`src/rtl/vend_pkg.sv`:
```
// Shared types and constants for the vending controller: state encoding, product codes, prices.
package vend_pkg;

  localparam int CREDIT_W = 4;

  typedef enum logic [1:0] {IDLE, COLLECT, VEND, CHANGE} state_t;

  localparam logic [1:0] GRANOLA = 2'b00;
  localparam logic [1:0] CHIPS   = 2'b01;
  localparam logic [1:0] CANDY   = 2'b10;
  localparam logic [1:0] GUM     = 2'b11;

  localparam logic [2:0] COIN_MAX = 3'd4;

  function automatic logic [CREDIT_W-1:0] price(input logic [1:0] code);
    case (code)
      GRANOLA: price = 4'd4;
      CHIPS:   price = 4'd3;
      CANDY:   price = 4'd2;
      GUM:     price = 4'd1;
      default: price = 4'd1;
    endcase
  endfunction

endpackage

```
`src/rtl/vend_timeout_timer.sv`:
```
// Inactivity counter: counts enabled cycles, flags expire on the last one and wraps to 0.
module vend_timeout_timer #(
  parameter int TIMEOUT_CYCLES = 1000,
  parameter int TMR_W          = 10
) (
  input  logic clk,
  input  logic reset,
  input  logic clear,
  input  logic enable,
  output logic expire
);

  localparam logic [TMR_W-1:0] LAST = TMR_W'(TIMEOUT_CYCLES - 1);

  logic [TMR_W-1:0] count;

  assign expire = enable && (count == LAST);

  always_ff @(posedge clk) begin
    if (reset || clear || expire) begin
      count <= '0;
    end else if (enable) begin
      count <= count + 1'b1;
    end
  end

endmodule

```
`src/rtl/vend_controller.sv`:
```
// Vending sequencer: coin credit, price check, dispense handshake, one change pulse per unit.
// All outputs registered; dispense_valid holds until dispense_ready.
module vend_controller import vend_pkg::*; #(
  parameter int MAX_CREDIT     = 15,
  parameter int TIMEOUT_CYCLES = 1000,
  parameter int TMR_W          = 10
) (
  input  logic                clk,
  input  logic                reset,
  input  logic                coin_valid,
  input  logic [2:0]          coin_value,
  input  logic                sel_valid,
  input  logic [1:0]          sel_choice,
  input  logic                cancel,
  input  logic                dispense_ready,
  output logic [CREDIT_W-1:0] credit,
  output logic                dispense_valid,
  output logic [1:0]          dispense_item,
  output logic                change_pulse,
  output logic                coin_reject,
  output logic                sel_denied,
  output logic                busy
);

  localparam logic [CREDIT_W:0] MAX_SUM = MAX_CREDIT[CREDIT_W:0];

  state_t              state, state_nxt;
  logic [CREDIT_W-1:0] credit_nxt;
  logic [1:0]          item_nxt;
  logic [CREDIT_W:0]   coin_sum;
  logic                coin_hit, coin_accept, sel_accept;
  logic                pulse_nxt, reject_nxt, denied_nxt;
  logic                timer_clear, timer_expire;

  assign timer_clear = (state != COLLECT) || coin_accept || sel_valid;

  vend_timeout_timer #(
    .TIMEOUT_CYCLES(TIMEOUT_CYCLES),
    .TMR_W         (TMR_W)
  ) u_timer (
    .clk   (clk),
    .reset (reset),
    .clear (timer_clear),
    .enable(state == COLLECT),
    .expire(timer_expire)
  );

  always_comb begin
    state_nxt   = state;
    credit_nxt  = credit;
    item_nxt    = dispense_item;
    pulse_nxt   = 1'b0;
    coin_accept = 1'b0;
    sel_accept  = 1'b0;
    coin_hit    = coin_valid && (coin_value != 3'd0);
    coin_sum    = {1'b0, credit} + {2'b00, coin_value};

    case (state)
      IDLE: begin
        if (!cancel && !sel_valid && coin_hit && coin_value <= COIN_MAX) begin
          coin_accept = 1'b1;
          credit_nxt  = CREDIT_W'(coin_value);
          state_nxt   = COLLECT;
        end
      end
      COLLECT: begin
        if (cancel) begin
          state_nxt = CHANGE;
        end else if (sel_valid) begin
          if (credit >= price(sel_choice)) begin
            sel_accept = 1'b1;
            credit_nxt = credit - price(sel_choice);
            item_nxt   = sel_choice;
            state_nxt  = VEND;
          end
        end else if (coin_hit && coin_value <= COIN_MAX && coin_sum <= MAX_SUM) begin
          coin_accept = 1'b1;
          credit_nxt  = coin_sum[CREDIT_W-1:0];
        end
        // Inactivity refund only when nothing else moved the machine this cycle.
        if (!cancel && !sel_valid && !coin_accept && timer_expire) begin
          state_nxt = CHANGE;
        end
      end
      VEND: begin
        if (dispense_valid && dispense_ready) begin
          state_nxt = (credit != '0) ? CHANGE : IDLE;
        end
      end
      CHANGE: begin
        if (credit != '0) begin
          pulse_nxt  = 1'b1;
          credit_nxt = credit - 4'd1;
          if (credit == 4'd1) state_nxt = IDLE;
        end else begin
          state_nxt = IDLE;
        end
      end
      default: state_nxt = IDLE;
    endcase

    reject_nxt = coin_hit && !coin_accept;
    denied_nxt = sel_valid && !sel_accept;
  end

  always_ff @(posedge clk) begin
    if (reset) begin
      state          <= IDLE;
      credit         <= '0;
      dispense_item  <= GRANOLA;
      dispense_valid <= 1'b0;
      change_pulse   <= 1'b0;
      coin_reject    <= 1'b0;
      sel_denied     <= 1'b0;
      busy           <= 1'b0;
    end else begin
      state          <= state_nxt;
      credit         <= credit_nxt;
      dispense_item  <= item_nxt;
      dispense_valid <= (state_nxt == VEND);
      change_pulse   <= pulse_nxt;
      coin_reject    <= reject_nxt;
      sel_denied     <= denied_nxt;
      busy           <= (state_nxt == VEND) || (state_nxt == CHANGE);
    end
  end

endmodule

```
`config.mk`:
```
export PLATFORM = sky130hd
export DESIGN_NAME = vend_controller
export DESIGN_NICKNAME = d
export VERILOG_FILES = /design/src/rtl/vend_pkg.sv /design/src/rtl/vend_timeout_timer.sv /design/src/rtl/vend_controller.sv
export SDC_FILE = /design/constraint.sdc
export NUM_CORES = 1
export LEC_CHECK = 0
export ABC_AREA = 1
export BUFFER_PORTS_ARGS = -buffer_cell sky130_fd_sc_hd__buf_2
export CORE_MARGIN = 2
export CORE_UTILIZATION = 51
export CTS_CLUSTER_SIZE = 30
export DETAILED_ROUTE_END_ITERATION = 6
export GPL_TIMING_DRIVEN = 1
export PLACE_DENSITY_LB_ADDON = 0.2
export SLEW_MARGIN = 10
export SYNTH_ARGS = -nofsm -noshare
export SYNTH_HDL_FRONTEND = slang
export SYNTH_HIERARCHICAL = 1
export SYNTH_SLANG_ARGS = --single-unit
export TNS_END_PERCENT = 20
```
`constraint.sdc`:
```
create_clock -name clk -period 1.66 [get_ports clk]
set_input_delay 0.083 -clock clk [delete_from_list [all_inputs] [get_ports clk]]
set_output_delay 0.083 -clock clk [all_outputs]
set_load 0.05 [all_outputs]
```
# [Yosys cells after proc, flatten, opt, wreduce, memory -nomap -nowiden]
# Index checks and enable logic that the tools add are counted.
# W data, S select, Z words.
[totals] register_bits=23 input_bits=11 out_inout_bits=11 word_cells=100
[op_classes] n_addsub=4 n_lt_le_gt_ge=3 eq_ne=16 mux=36 bitwise_logic=2 reduce_logical=30
[op_table] op="$mux W4" count=13
[op_table] op="$mux W2" count=9
[op_table] op="$pmux W4 S4" count=1
[op_table] op="$eq A2 B2 Y1 const B" count=6
[op_table] op="$logic_and A1 B1 Y1" count=12
[op_table] op="$pmux W4 S3" count=1
[op_table] op="$add A10 B1 Y10 const B" count=1
[op_table] op="$eq A10 B10 Y1 const B" count=1
[op_table] op="$mux W1" count=10
[op_table] op="$pmux W2 S4" count=1
[op_table] op="$ne A2 B2 Y1 const B" count=3
[op_table] op="$ne A3 B3 Y1 const B" count=2
[op_table] op="$reduce_and A6 Y1" count=1
[op_table] op="$reduce_bool A3 Y1" count=2
[op_table] op="$add A4 B3 Y5" count=1
[op_table] op="$le A5 B4 Y1 const B" count=1
[op_table] op="$logic_not A1 Y1" count=5
[op_table] op="$logic_or A1 B1 Y1" count=5
[op_table] op="$eq A2 B1 Y1 const B" count=2
[op_table] op="$eq A4 B1 Y1 const B" count=1
[op_table] op="$ge A4 B4 Y1" count=1
[op_table] op="$logic_not A2 Y1" count=2
[op_table] op="$reduce_and A4 Y1" count=1
[op_table] op="$reduce_bool A4 Y1" count=1
[op_table] op="7 further kinds" count=8

# [Depth between registers and ports, before layout]
[depth] word_depth=15 mapped_depth=14 depth_no_buf=14

# [By module]
# The synthesis kept the hierarchy.
[by_module_without_submodules] mod="vend_controller" n_inst=1 cells_each=154 area_per_inst_um2=1021.0 seq_area_each_um2=240.2
[by_module_without_submodules] mod="vend_timeout_timer" n_inst=1 cells_each=72 area_per_inst_um2=510.5 seq_area_each_um2=200.2

# [Least setup slack after synthesis]
# OpenSTA, ideal clock, no wires.
[synth_path] path_kind="register to register" startpoint="reg credit[1]" endpoint="reg u_timer.count[1]" setup_time_ns=0.070 arrival_time_ns=2.076 required_ns=1.590 path_slack_ns=-0.486 stages_incl_launch_ff=12 synth_period_minus_slack_ns=2.146 path_cell_list="dfxtp_1 inv_1 fa_1 inv_1 nand2_1 nand2_1 nand2_1 nand2_1 nand2_1 nor2_1 nand2_2 a21oi_1"
[synth_between] elab_chain_cells=12
[synth_lines] item="start: declaration" line="vend_controller.sv:16" text="output logic [CREDIT_W-1:0] credit,"
[synth_lines] item="start signal: assignment" line="vend_controller.sv:118" text="credit <= credit_nxt;"
[synth_lines] item="$add A4 B3 Y5" line="vend_controller.sv:56" text="coin_sum = {1'b0, credit} + {2'b00, coin_value};"
[synth_lines] item="$le A5 B4 Y1" line="vend_controller.sv:76" text="end else if (coin_hit && coin_value <= COIN_MAX && coin_sum <= MAX_SUM) begin"
[synth_lines] item="$logic_and A1 B1 Y1" line="vend_controller.sv:76"
[synth_lines] item="$mux W1" line="vend_controller.sv:76"
[synth_lines] item="$mux W1" line="vend_controller.sv:69" text="end else if (sel_valid) begin"
[synth_lines] item="$mux W1" line="vend_controller.sv:67" text="if (cancel) begin"
[synth_lines] item="$mux W1" line="vend_controller.sv:58" text="case (state)"
[synth_lines] item="$pmux W1 S2" line="vend_controller.sv:58"
[synth_lines] item="$logic_or A1 B1 Y1 (2 in series)" line="vend_controller.sv:35" text="assign timer_clear = (state != COLLECT) || coin_accept || sel_valid;"
[synth_lines] item="net timer_clear" line="vend_controller.sv:33" text="logic timer_clear, timer_expire;"
[synth_lines] item="$logic_or A1 B1 Y1 (2 in series)" line="vend_timeout_timer.sv:20" text="if (reset || clear || expire) begin"
[synth_lines] item="end signal: assignment" line="vend_timeout_timer.sv:23" text="count <= count + 1'b1;"
[synth_lines] item="end: declaration" line="vend_timeout_timer.sv:15" text="logic [TMR_W-1:0] count;"
# The timed path passes the listed nets, and every way through them passes these cells. The select of a mux whose other input is x is not followed.
# A chain may end at the register's enable or synchronous reset.

# [Worst setup path after layout]
[layout_path] startpoint="reg credit[0]" endpoint="reg u_timer.count[9]"
# Same word-level chain as after synthesis.

==> results.cfg <==
[run_status]
status = finished with violations
violations = design-rule violations, negative setup slack

[floorplan]
core_area_um2 = 2805
rows = 19
initial_utilization = 0.5459
die_w_um = 58.80
die_area_um2 = 3457
ioPinCount = 22
fp.dieH_um = 58.80

[worst_setup_path]
path_max_fanout = 3
cp.arrival_ns = 2.03
end_kind = flop
cp.depth = 13
cp_num_buf_inv = 3
slowest_stage = dfxtp_4
worst_path_dominant_cell_family = simple AND/OR/NAND/NOR gates
critical_path.max_stage_delay_ns = 0.41
timing.critical_path.mode_cell = nand2_2
worstPathCellList = ha_4 > inv_2 > fa_2 > inv_2 > nand2_2 > nand2_2 > nand2_2 > nand2_2 > nand2_2 > nor2_4 > buf_6 > nand3_2 > nor2_1
r2r_cells = 13
start_kind = flop
crit_type = reg -> reg
cp_data_required_time_ns = 1.93

[finish]
final_nets = 296
regArea_um2 = 449.2
design_area_um2 = 1951
utilization = 0.6954
multi_input_area_um2 = 1020
n_fill_cell = 271
antennaDiodeCount = 0
final_layout_size_suffix_gt1_frac = 0.3111
syn2layout_area_growth_pct = 27.37

[clock_tree]
cts-root-buf = clkbuf_4
cts_sinks = 22
cts_buffers = 3
cts_tree = done
cts.path.max_buffers = 2
clk_pin_slew_ns = 0.13
clk_latency_ns = 0.32
cts_max_level = 1

[routing]
wire_per_inst_um = 11.44
routed_wirelength_um = 3444
via_per_inst = 5.096
drtPass1Iterations = 6
drtAntennaViolNets = 0
dr.first_iter.drc_count = 124
drcViolationCount = 3
via_count = 1534

[sta]
fin_crit_ns = 1.758
hold_viol_final = 0
whs_ns = 0.1207
report.final.slew_viol_count = 0
period_share = 1.059
fin_ws_ns = -0.09812
fmax_ghz = 0.5688
max_slew_margin = 0.7983
setup_viol = 16
finClkSkew_ns = 0.003248
rsz0062_at_grt = true
tightest_slew_ns = 0.2994

[synthesis]
ys_ff_latch = 22
syn_inst = 226
synth_ff_type = dfxtp_1
syn_area_um2 = 1531
yosysWarnings = 6
synth.avg_cell_area_um2 = 6.776
synthArstFlopShare = 0
seq_area_frac_synth = 0.2876
synth_edf_count = 0
syn_nets = 251
synth_cell_types = 30

[global_route]
grtUsageMet1 = 0.3180
grt_pass1_wl_um = 5844
top_usage_layer = met2
grtUsageTotal = 0.2164
grt_pass1_vias = 1339
met3_usage = 0.02637
antenna_found_initial = 0
grt_start_max_net_pins = 14
grt_util_met2 = 0.3333
overflow = 0

[pwr]
ir_drop_mv = 0.4946
p_leak_nw = 0.9342
power_w = 0.001374
powerDensity_nw_per_um2 = 704.6

[run]
cap_violations = 0

[placed_design]
dpl.hpwl_um = 2707
io_buffer_count = 21
post_dp_cell_area_um2 = 1837
post-place-ws_ns = -0.2529
globalplace.congestion = 0.9089

[hold_path]
hold_class = in -> reg
holdPathStages = 4
-- per-stage QoR --
stage	std cells	TNS (ns)
floorplan	226	-0.5822
CTS	300	-0.7081
global route	301	-2.658
detailed placement	295	-2.513
finish	301	-0.7716
global placement	295	-2.011
-- tightest hold or removal path, stage by stage --
cell and delay (ns):
buf_2 0.09, nand4_1 0.08, nand4_1 0.11, nor2_1 0.05
-- routing by layer --
metal / wire length [µm] / part of all wire / vias up
li1: - / - / 817
met3: 240 / 0.070 / 6
met1: 1710 / 0.50 / 655
met4: 46 / 0.013 / 0
met2: 1447 / 0.42 / 56
met5: 0 / 0 / -
-- layout make-up --
cell class / instances / share of cell area
clock buffers: 4 / 0.02437
inverters: 37 / 0.07248
multi-input cells: 167 / 0.5228
flip-flops and latches: 22 / 0.2303
well taps: 31 / 0.01988
repair buffers: 40 / 0.1302
-- cell families after synthesis --
kind of cell / after synthesis / synth area share
and+or+nand+nor: 120 / 0.3578
xor gates and xnor gates: 5 / 0.02859
DFF: 22 / 0.2876
buffers and inverters: 37 / 0.09068
adders and majority gates: 14 / 0.1242
AOI/OAI and AO/OA: 28 / 0.1111
-- where the power goes --
part	switching, W	total [W]	internal (W)
registers	0.0000205	0.000568	0.000547
clock network	0.000180	0.000364	0.000184
logic	0.000266	0.000442	0.000176
-- registers in the layout (all words and copies together), names as in the netlist --
register,cells
dispense_valid,1
credit,4
busy,1
u_timer/count,10
change_pulse,1
dispense_item,2
sel_denied,1
coin_reject,1
state,1
-- what timing repair did --
action                                  CTS  global route
pin swaps                                 1             5
setup buffers                             0             1
resized for setup                         4            11
endpoints found under the hold margin     2             0
hold buffers                              1             0
endpoints found under the setup margin   18            20
-- path summary, 6_finish.rpt --
kind	endpoint	start	slack (ns)
setup reg to reg	u_timer/count[9]	credit[0]	-0.1
setup / recovery	u_timer/count[9]	credit[0]	-0.1
hold / removal	dispense_valid	dispense_ready	0.12
hold reg to reg	u_timer/count[1]	u_timer/count[1]	0.49
-- cells in the mapped netlist (2+ instances only) --
cell      number  area share
inv_1         32       0.078
nand4_1        7       0.029
a21oi_2        2       0.011
inv_2          4      0.0098
or2_2          2      0.0082
fa_1           2       0.026
a21oi_1       11       0.036
nand2_2        6       0.025
xnor2_1        4       0.023
ha_1          12       0.098
dfxtp_1       22        0.29
nor2_1        29       0.071
o211ai_1       2      0.0098
nor2_2         2      0.0082
nor2_4         2       0.015
o21bai_1       2      0.0098
nand2_1       53        0.13
o21ai_0        7       0.023
nand3_1       14       0.046
-- placed cells by master (no fill, tap or decap), types with 2 or more instances in the layout --
cell,n
o211ai_1,2
nand3_1,13
xnor2_1,4
inv_2,7
ha_1,10
buf_2,21
inv_1,28
a21oi_1,11
dfxtp_4,2
dfxtp_1,19
ha_4,2
o21ai_1,2
fa_2,2
o21bai_1,2
nor2_2,3
o21ai_0,6
buf_4,17
clkbuf_4,3
nand2_1,46
nor2_4,3
nor2_1,27
or2_2,2
nand4_1,7
nand2_2,12
a21oi_2,2
No activity file was read; power rests on OpenSTA's default activity.
